==> src/rtl/led_pkg.sv <==
// Shared types and constants for the LED show sequencer and its prescaler.
package led_pkg;

    localparam int unsigned NUM_STEPS = 4;
    localparam int unsigned STEP_W    = $clog2(NUM_STEPS);
    localparam int unsigned DWELL_W   = 6;
    localparam int unsigned PRESCALE  = 16;
    localparam int unsigned PRESC_W   = $clog2(PRESCALE);
    localparam int unsigned CFG_W     = 8;

    // cfg_data layout: [7:6] mode, [5:0] dwell
    localparam int unsigned CFG_MODE_MSB  = 7;
    localparam int unsigned CFG_MODE_LSB  = 6;
    localparam int unsigned CFG_DWELL_MSB = 5;
    localparam int unsigned CFG_DWELL_LSB = 0;

    typedef enum logic [1:0] {
        MODE_COUNT = 2'd0,
        MODE_SCAN  = 2'd1,
        MODE_LFSR  = 2'd2,
        MODE_ALT   = 2'd3
    } mode_e;

    typedef enum logic [1:0] {
        ST_IDLE = 2'd0,
        ST_RUN  = 2'd1,
        ST_HELD = 2'd2
    } state_e;

    typedef struct packed {
        mode_e                mode;
        logic [DWELL_W-1:0]   dwell;
    } step_t;

    function automatic step_t cfg_to_step(input logic [CFG_W-1:0] d);
        step_t s;
        s.mode  = mode_e'(d[CFG_MODE_MSB:CFG_MODE_LSB]);
        s.dwell = d[CFG_DWELL_MSB:CFG_DWELL_LSB];
        return s;
    endfunction

endpackage

==> src/rtl/led_tick_prescaler.sv <==
// Dwell-unit prescaler: counts advancing cycles and flags the wrap cycle.
module led_tick_prescaler
    import led_pkg::*;
(
    input  logic clk,
    input  logic reset_n,
    input  logic enable,
    input  logic clear,
    input  logic advance,
    output logic tick_c
);

    logic [PRESC_W-1:0] count_q;
    logic               at_top_c;

    assign at_top_c = (count_q == PRESC_W'(PRESCALE - 1));
    assign tick_c   = advance & ~clear & at_top_c;

    always_ff @(posedge clk) begin
        if (!reset_n) begin
            count_q <= '0;
        end else if (enable) begin
            if (clear) begin
                count_q <= '0;
            end else if (advance) begin
                count_q <= at_top_c ? '0 : count_q + PRESC_W'(1);
            end
        end
    end

endmodule

==> src/rtl/led_show_sequencer.sv <==
// Step-table scheduler driving the LED pattern generator mode and enable.
module led_show_sequencer
    import led_pkg::*;
(
    input  logic              clk,
    input  logic              reset_n,
    input  logic              enable,
    input  logic              cfg_we,
    input  logic [STEP_W-1:0] cfg_addr,
    input  logic [CFG_W-1:0]  cfg_data,
    input  logic [STEP_W-1:0] last_step,
    input  logic              loop_en,
    input  logic              start,
    input  logic              stop,
    input  logic              hold,
    output logic [1:0]        pattern_mode,
    output logic              gen_enable,
    output logic [STEP_W-1:0] step_idx,
    output logic              busy,
    output logic              done
);

    state_e              state_q, state_d;
    step_t               table_q [NUM_STEPS];
    mode_e               mode_q, mode_d;
    logic [DWELL_W-1:0]  dwell_q, dwell_d;
    logic [STEP_W-1:0]   step_q, step_d;
    logic [STEP_W-1:0]   last_q, last_d;
    logic [STEP_W-1:0]   next_idx;
    logic                gen_q, busy_q, done_q, done_d;
    logic                restart_c, advance_c, tick_c;

    // Start restarts from any state unless stop is also asserted
    assign restart_c = start & ~stop;
    assign advance_c = (state_q == ST_RUN) & ~stop & ~start & ~hold;

    led_tick_prescaler u_prescaler (
        .clk     (clk),
        .reset_n (reset_n),
        .enable  (enable),
        .clear   (restart_c),
        .advance (advance_c),
        .tick_c  (tick_c)
    );

    // Next-state and step sequencing
    always_comb begin
        state_d  = state_q;
        step_d   = step_q;
        mode_d   = mode_q;
        dwell_d  = dwell_q;
        last_d   = last_q;
        done_d   = 1'b0;
        next_idx = step_q + STEP_W'(1);

        if (stop) begin
            state_d = ST_IDLE;
        end else if (start) begin
            state_d = ST_RUN;
            step_d  = '0;
            mode_d  = table_q[0].mode;
            dwell_d = table_q[0].dwell;
            last_d  = last_step;
        end else begin
            case (state_q)
                ST_RUN: begin
                    if (hold) begin
                        state_d = ST_HELD;
                    end else if (tick_c) begin
                        if (dwell_q != '0) begin
                            dwell_d = dwell_q - DWELL_W'(1);
                        end else if (step_q != last_q) begin
                            step_d  = next_idx;
                            mode_d  = table_q[next_idx].mode;
                            dwell_d = table_q[next_idx].dwell;
                        end else if (loop_en) begin
                            step_d  = '0;
                            mode_d  = table_q[0].mode;
                            dwell_d = table_q[0].dwell;
                        end else begin
                            state_d = ST_IDLE;
                            done_d  = 1'b1;
                        end
                    end
                end
                ST_HELD: begin
                    if (!hold) begin
                        state_d = ST_RUN;
                    end
                end
                default: begin
                end
            endcase
        end
    end

    always_ff @(posedge clk) begin
        if (!reset_n) begin
            state_q <= ST_IDLE;
            mode_q  <= MODE_COUNT;
            dwell_q <= '0;
            step_q  <= '0;
            last_q  <= '0;
            gen_q   <= 1'b0;
            busy_q  <= 1'b0;
            done_q  <= 1'b0;
            for (int i = 0; i < int'(NUM_STEPS); i++) begin
                table_q[i] <= '0;
            end
        end else if (enable) begin
            state_q <= state_d;
            mode_q  <= mode_d;
            dwell_q <= dwell_d;
            step_q  <= step_d;
            last_q  <= last_d;
            gen_q   <= (state_d == ST_RUN);
            busy_q  <= (state_d != ST_IDLE);
            done_q  <= done_d;
            if (cfg_we) begin
                table_q[cfg_addr] <= cfg_to_step(cfg_data);
            end
        end else begin
            done_q <= 1'b0;
        end
    end

    assign pattern_mode = mode_q;
    assign gen_enable   = gen_q;
    assign step_idx     = step_q;
    assign busy         = busy_q;
    assign done         = done_q;

endmodule

==> config.mk <==
export PLATFORM = sky130hd
export DESIGN_NAME = led_show_sequencer
export DESIGN_NICKNAME = d
export VERILOG_FILES = /design/src/rtl/led_pkg.sv /design/src/rtl/led_tick_prescaler.sv /design/src/rtl/led_show_sequencer.sv
export SDC_FILE = /design/constraint.sdc
export NUM_CORES = 1
export LEC_CHECK = 0
export ABC_AREA = 1
export BUFFER_PORTS_ARGS = -buffer_cell sky130_fd_sc_hd__clkbuf_2
export CORE_MARGIN = 2
export CORE_UTILIZATION = 45
export CTS_CLUSTER_SIZE = 40
export DETAILED_ROUTE_END_ITERATION = 10
export GPL_ROUTABILITY_DRIVEN = 0
export PLACE_DENSITY = 0.65
export SLEW_MARGIN = 20
export SYNTH_ARGS = -nofsm -noshare
export SYNTH_HDL_FRONTEND = slang
export SYNTH_SLANG_ARGS = --single-unit
==> constraint.sdc <==
create_clock -name clk -period 2.2 [get_ports clk]
set_input_delay 0.11 -clock clk [delete_from_list [all_inputs] [get_ports clk]]
set_output_delay 0.11 -clock clk [all_outputs]
set_load 0.02 [all_outputs]
==> results.yml <==
outcome:
  status: "finished, final reports clean"
timing:
  fmax_ghz: 0.529
  finalHoldViolations: 0
  rsz0062_at_grt: "no"
  period_needed_ns: 1.89
  drv_slew: 0
  finalSetupViolCount: 0
  fin_worst_skew_ns: 0.0130
  min_period_over_period_pct: 86.0
  worst_slew_pin_slew_ns: 0.630
  relSlewSlack_pct: 57.7
  tns_ns: 0
clocking:
  cts_root_buf: "clkbuf_8"
  cts.sinks: 53
  clk_pin_slew_ns: 0.10
  cts_resized: 0
  clk_path_buf_depth: 2
  cts_hold_buf: 0
  cts_buffers: 5
  h-tree-depth: 2
  cts_setup_buffers: 0
  cts_tree: "built"
  clock_latency_ns: 0.31
routing:
  detail-route-antenna-nets: 0
  routed_via_density: 5.05
  firstDrtPassIters: 4
  vias: 2217
  wl_per_cell_um: 13.6
  routed_wl_mm: 5.98
  drt_iter0_drc: 193
  drc_errors: 0
final_layout:
  layout.nets: 388
  final-seq-area_sq_mm: 0.00138
  finalInstanceArea_sq_mm: 0.00304
  final_cell_mix: "nand2_1, nor2_1, edfxtp_1, inv_1, clkbuf_2"
  insertedDiodeCount: 0
  multiInputGateArea_sq_mm: 0.00115
  fillerInstances: 569
  area_delta_synth_final_pct: 11.0
  drive_gt1_share_pct: 16.2
  final_core_util_pct: 51.6
  final_common_cell: "nand2_1"
yosys:
  yosys.area_share.xor_xnor_pct: 1.92
  synth.avg_cell_area_sq_um: 8.24
  syn_area_sq_mm: 0.00274
  synth-simple-area-share_pct: 27.0
  yosysWarnings: 0
  synth_flop_cell: "edfxtp_1"
  muxShareOfSynthArea_pct: 0
  synth_fa_ha_area_share_pct: 2.29
  ys_seq_elements: 53
  synthDistinctLibCells: 35
  async_reset_ff_share_pct: 0
  syn-instance-count: 332
  synth_top_family_by_area: "simple AND/OR/NAND/NOR gates"
  synth_edf_count: 32
  synth-compound-area-share_pct: 10.8
  ys_seq_area_share_pct: 50.5
  synth_nets: 357
power:
  p_leak_nw: 1.30
  ir_drop_mv: 0.266
  total_power_mw: 1.89
  power_density_mw_per_mm2: 624
worst_setup_path:
  critPathMaxFanout: 5
  end_kind: "register"
  crit_required_ns: 2.40
  critPathLaunchType: "register"
  critPathArrivalTime_ns: 2.09
  path_class: "register to register"
flow_run:
  drv_cap: 0
floorplanning:
  die_y_um: 82.0
  initial_utilization_pct: 46.5
  die_x_um: 82.0
  num_rows: 28
  die_area_sq_mm: 0.00672
  core_sq_mm: 0.00589
  io_pins: 27
global_route:
  grt_max_degree: 17
  grt_pass1_vias: 2201
  grtUsageTotal_pct: 19.6
  antenna_found_initial: 0
  grt_first_pass_wirelength_mm: 9.96
  gr-total-overflow: 0
placement:
  hpwl_mm: 4.52
  place_area_sq_mm: 0.00295
  portBuffers: 26
hold_path:
  holdCritPathClass: "primary input to register"
==> worst max-delay path, cell delays in order, from the launching register on <==
cell and delay (ns):
dfxtp_1 0.37, inv_1 0.07, ha_1 0.20, nand2_1 0.09, nand2_1 0.08, nand2_1 0.10
inv_2 0.10, nand2_2 0.08, nor3_2 0.37, inv_2 0.10, a21oi_1 0.13, a21oi_1 0.07
==> final timing paths <==
path                 from              end  slack, ns  cells after the start
max            state_q[1]  pattern_mode[0]       0.31                     11
min          last_step[0]        last_q[0]       0.09                      3
max reg2reg    state_q[1]  pattern_mode[0]       0.31                     11
min reg2reg    gen_enable       gen_enable       0.48                      2
==> stage by stage <==
| step | cells | setup WS, ns | hold slack [ns] |
|---|---|---|---|
| floorplan | 332 | 0.586 | 0.248 |
| global placement | 431 | 0.325 | 0.398 |
| detailed placement | 431 | 0.346 | 0.406 |
| CTS | 439 | 0.316 | 0.0836 |
| global route | 439 | 0.0887 | 0.0977 |
| finish | 439 | 0.308 | 0.0878 |
==> cell type report <==
cell class | instances | share of cell area (%)
Clock buffer | 5 | 2.27
Tap cell | 75 | 3.09
Multi-Input combinational cell | 230 | 37.9
Sequential cell | 53 | 45.5
Clock inverter | 3 | 0.577
Inverter | 42 | 5.19
Timing Repair Buffer | 31 | 5.52
==> power breakdown <==
| group | leakage [nW] | total, mW | internal [mW] | switching [mW] |
|---|---|---|---|---|
| registers | 0.478 | 1.12 | 1.10 | 0.0211 |
| clock network | 0.0417 | 0.547 | 0.220 | 0.327 |
| logic | 0.777 | 0.226 | 0.0758 | 0.150 |
| total | 1.30 | 1.89 | 1.40 | 0.498 |
==> layer usage <==
layer	GRT usage, %	wire length [um]	vias up
li1	-	-	1156
met1	24.9	2780	1014
met2	33.7	2890	40
met3	3.85	243	7
met4	6.00	66	0
met5	0	0	-
==> registers in the layout, summed over array words and instances (netlist names) <==
register / flops
state_q: 2
table_q: 32
last_q: 2
pattern_mode: 2
gen_enable: 1
dwell_q: 6
u_prescaler.count_q: 4
done: 1
busy: 1
step_idx: 2
==> cell usage after synthesis (2+ instances only) <==
master / n / share of area, %
o211ai_1: 4 / 1.1
nor3_1: 10 / 1.8
edfxtp_1: 32 / 35
clkinv_1: 3 / 0.41
nand2_4: 3 / 1.2
nor2_4: 2 / 0.82
xor2_1: 2 / 0.64
nand2_2: 4 / 0.91
buf_6: 2 / 0.82
inv_1: 31 / 4.3
nand2_1: 71 / 9.7
nor2_1: 57 / 7.8
clkbuf_1: 3 / 0.41
nand3_1: 15 / 2.7
o221ai_1: 2 / 0.64
a22o_1: 3 / 0.96
o21ai_0: 15 / 2.7
a21oi_1: 21 / 3.8
xnor2_1: 4 / 1.3
ha_1: 5 / 2.3
dfxtp_1: 21 / 15
nand4_1: 2 / 0.46
inv_2: 8 / 1.1
==> cell families after synthesis <==
kind of cell | Yosys count
flops | 53
xor+xnor | 6
simple gates | 168
fa+ha+maj | 5
compound gates | 51
buf+inv | 49
(Power assumes the default switching activity.)
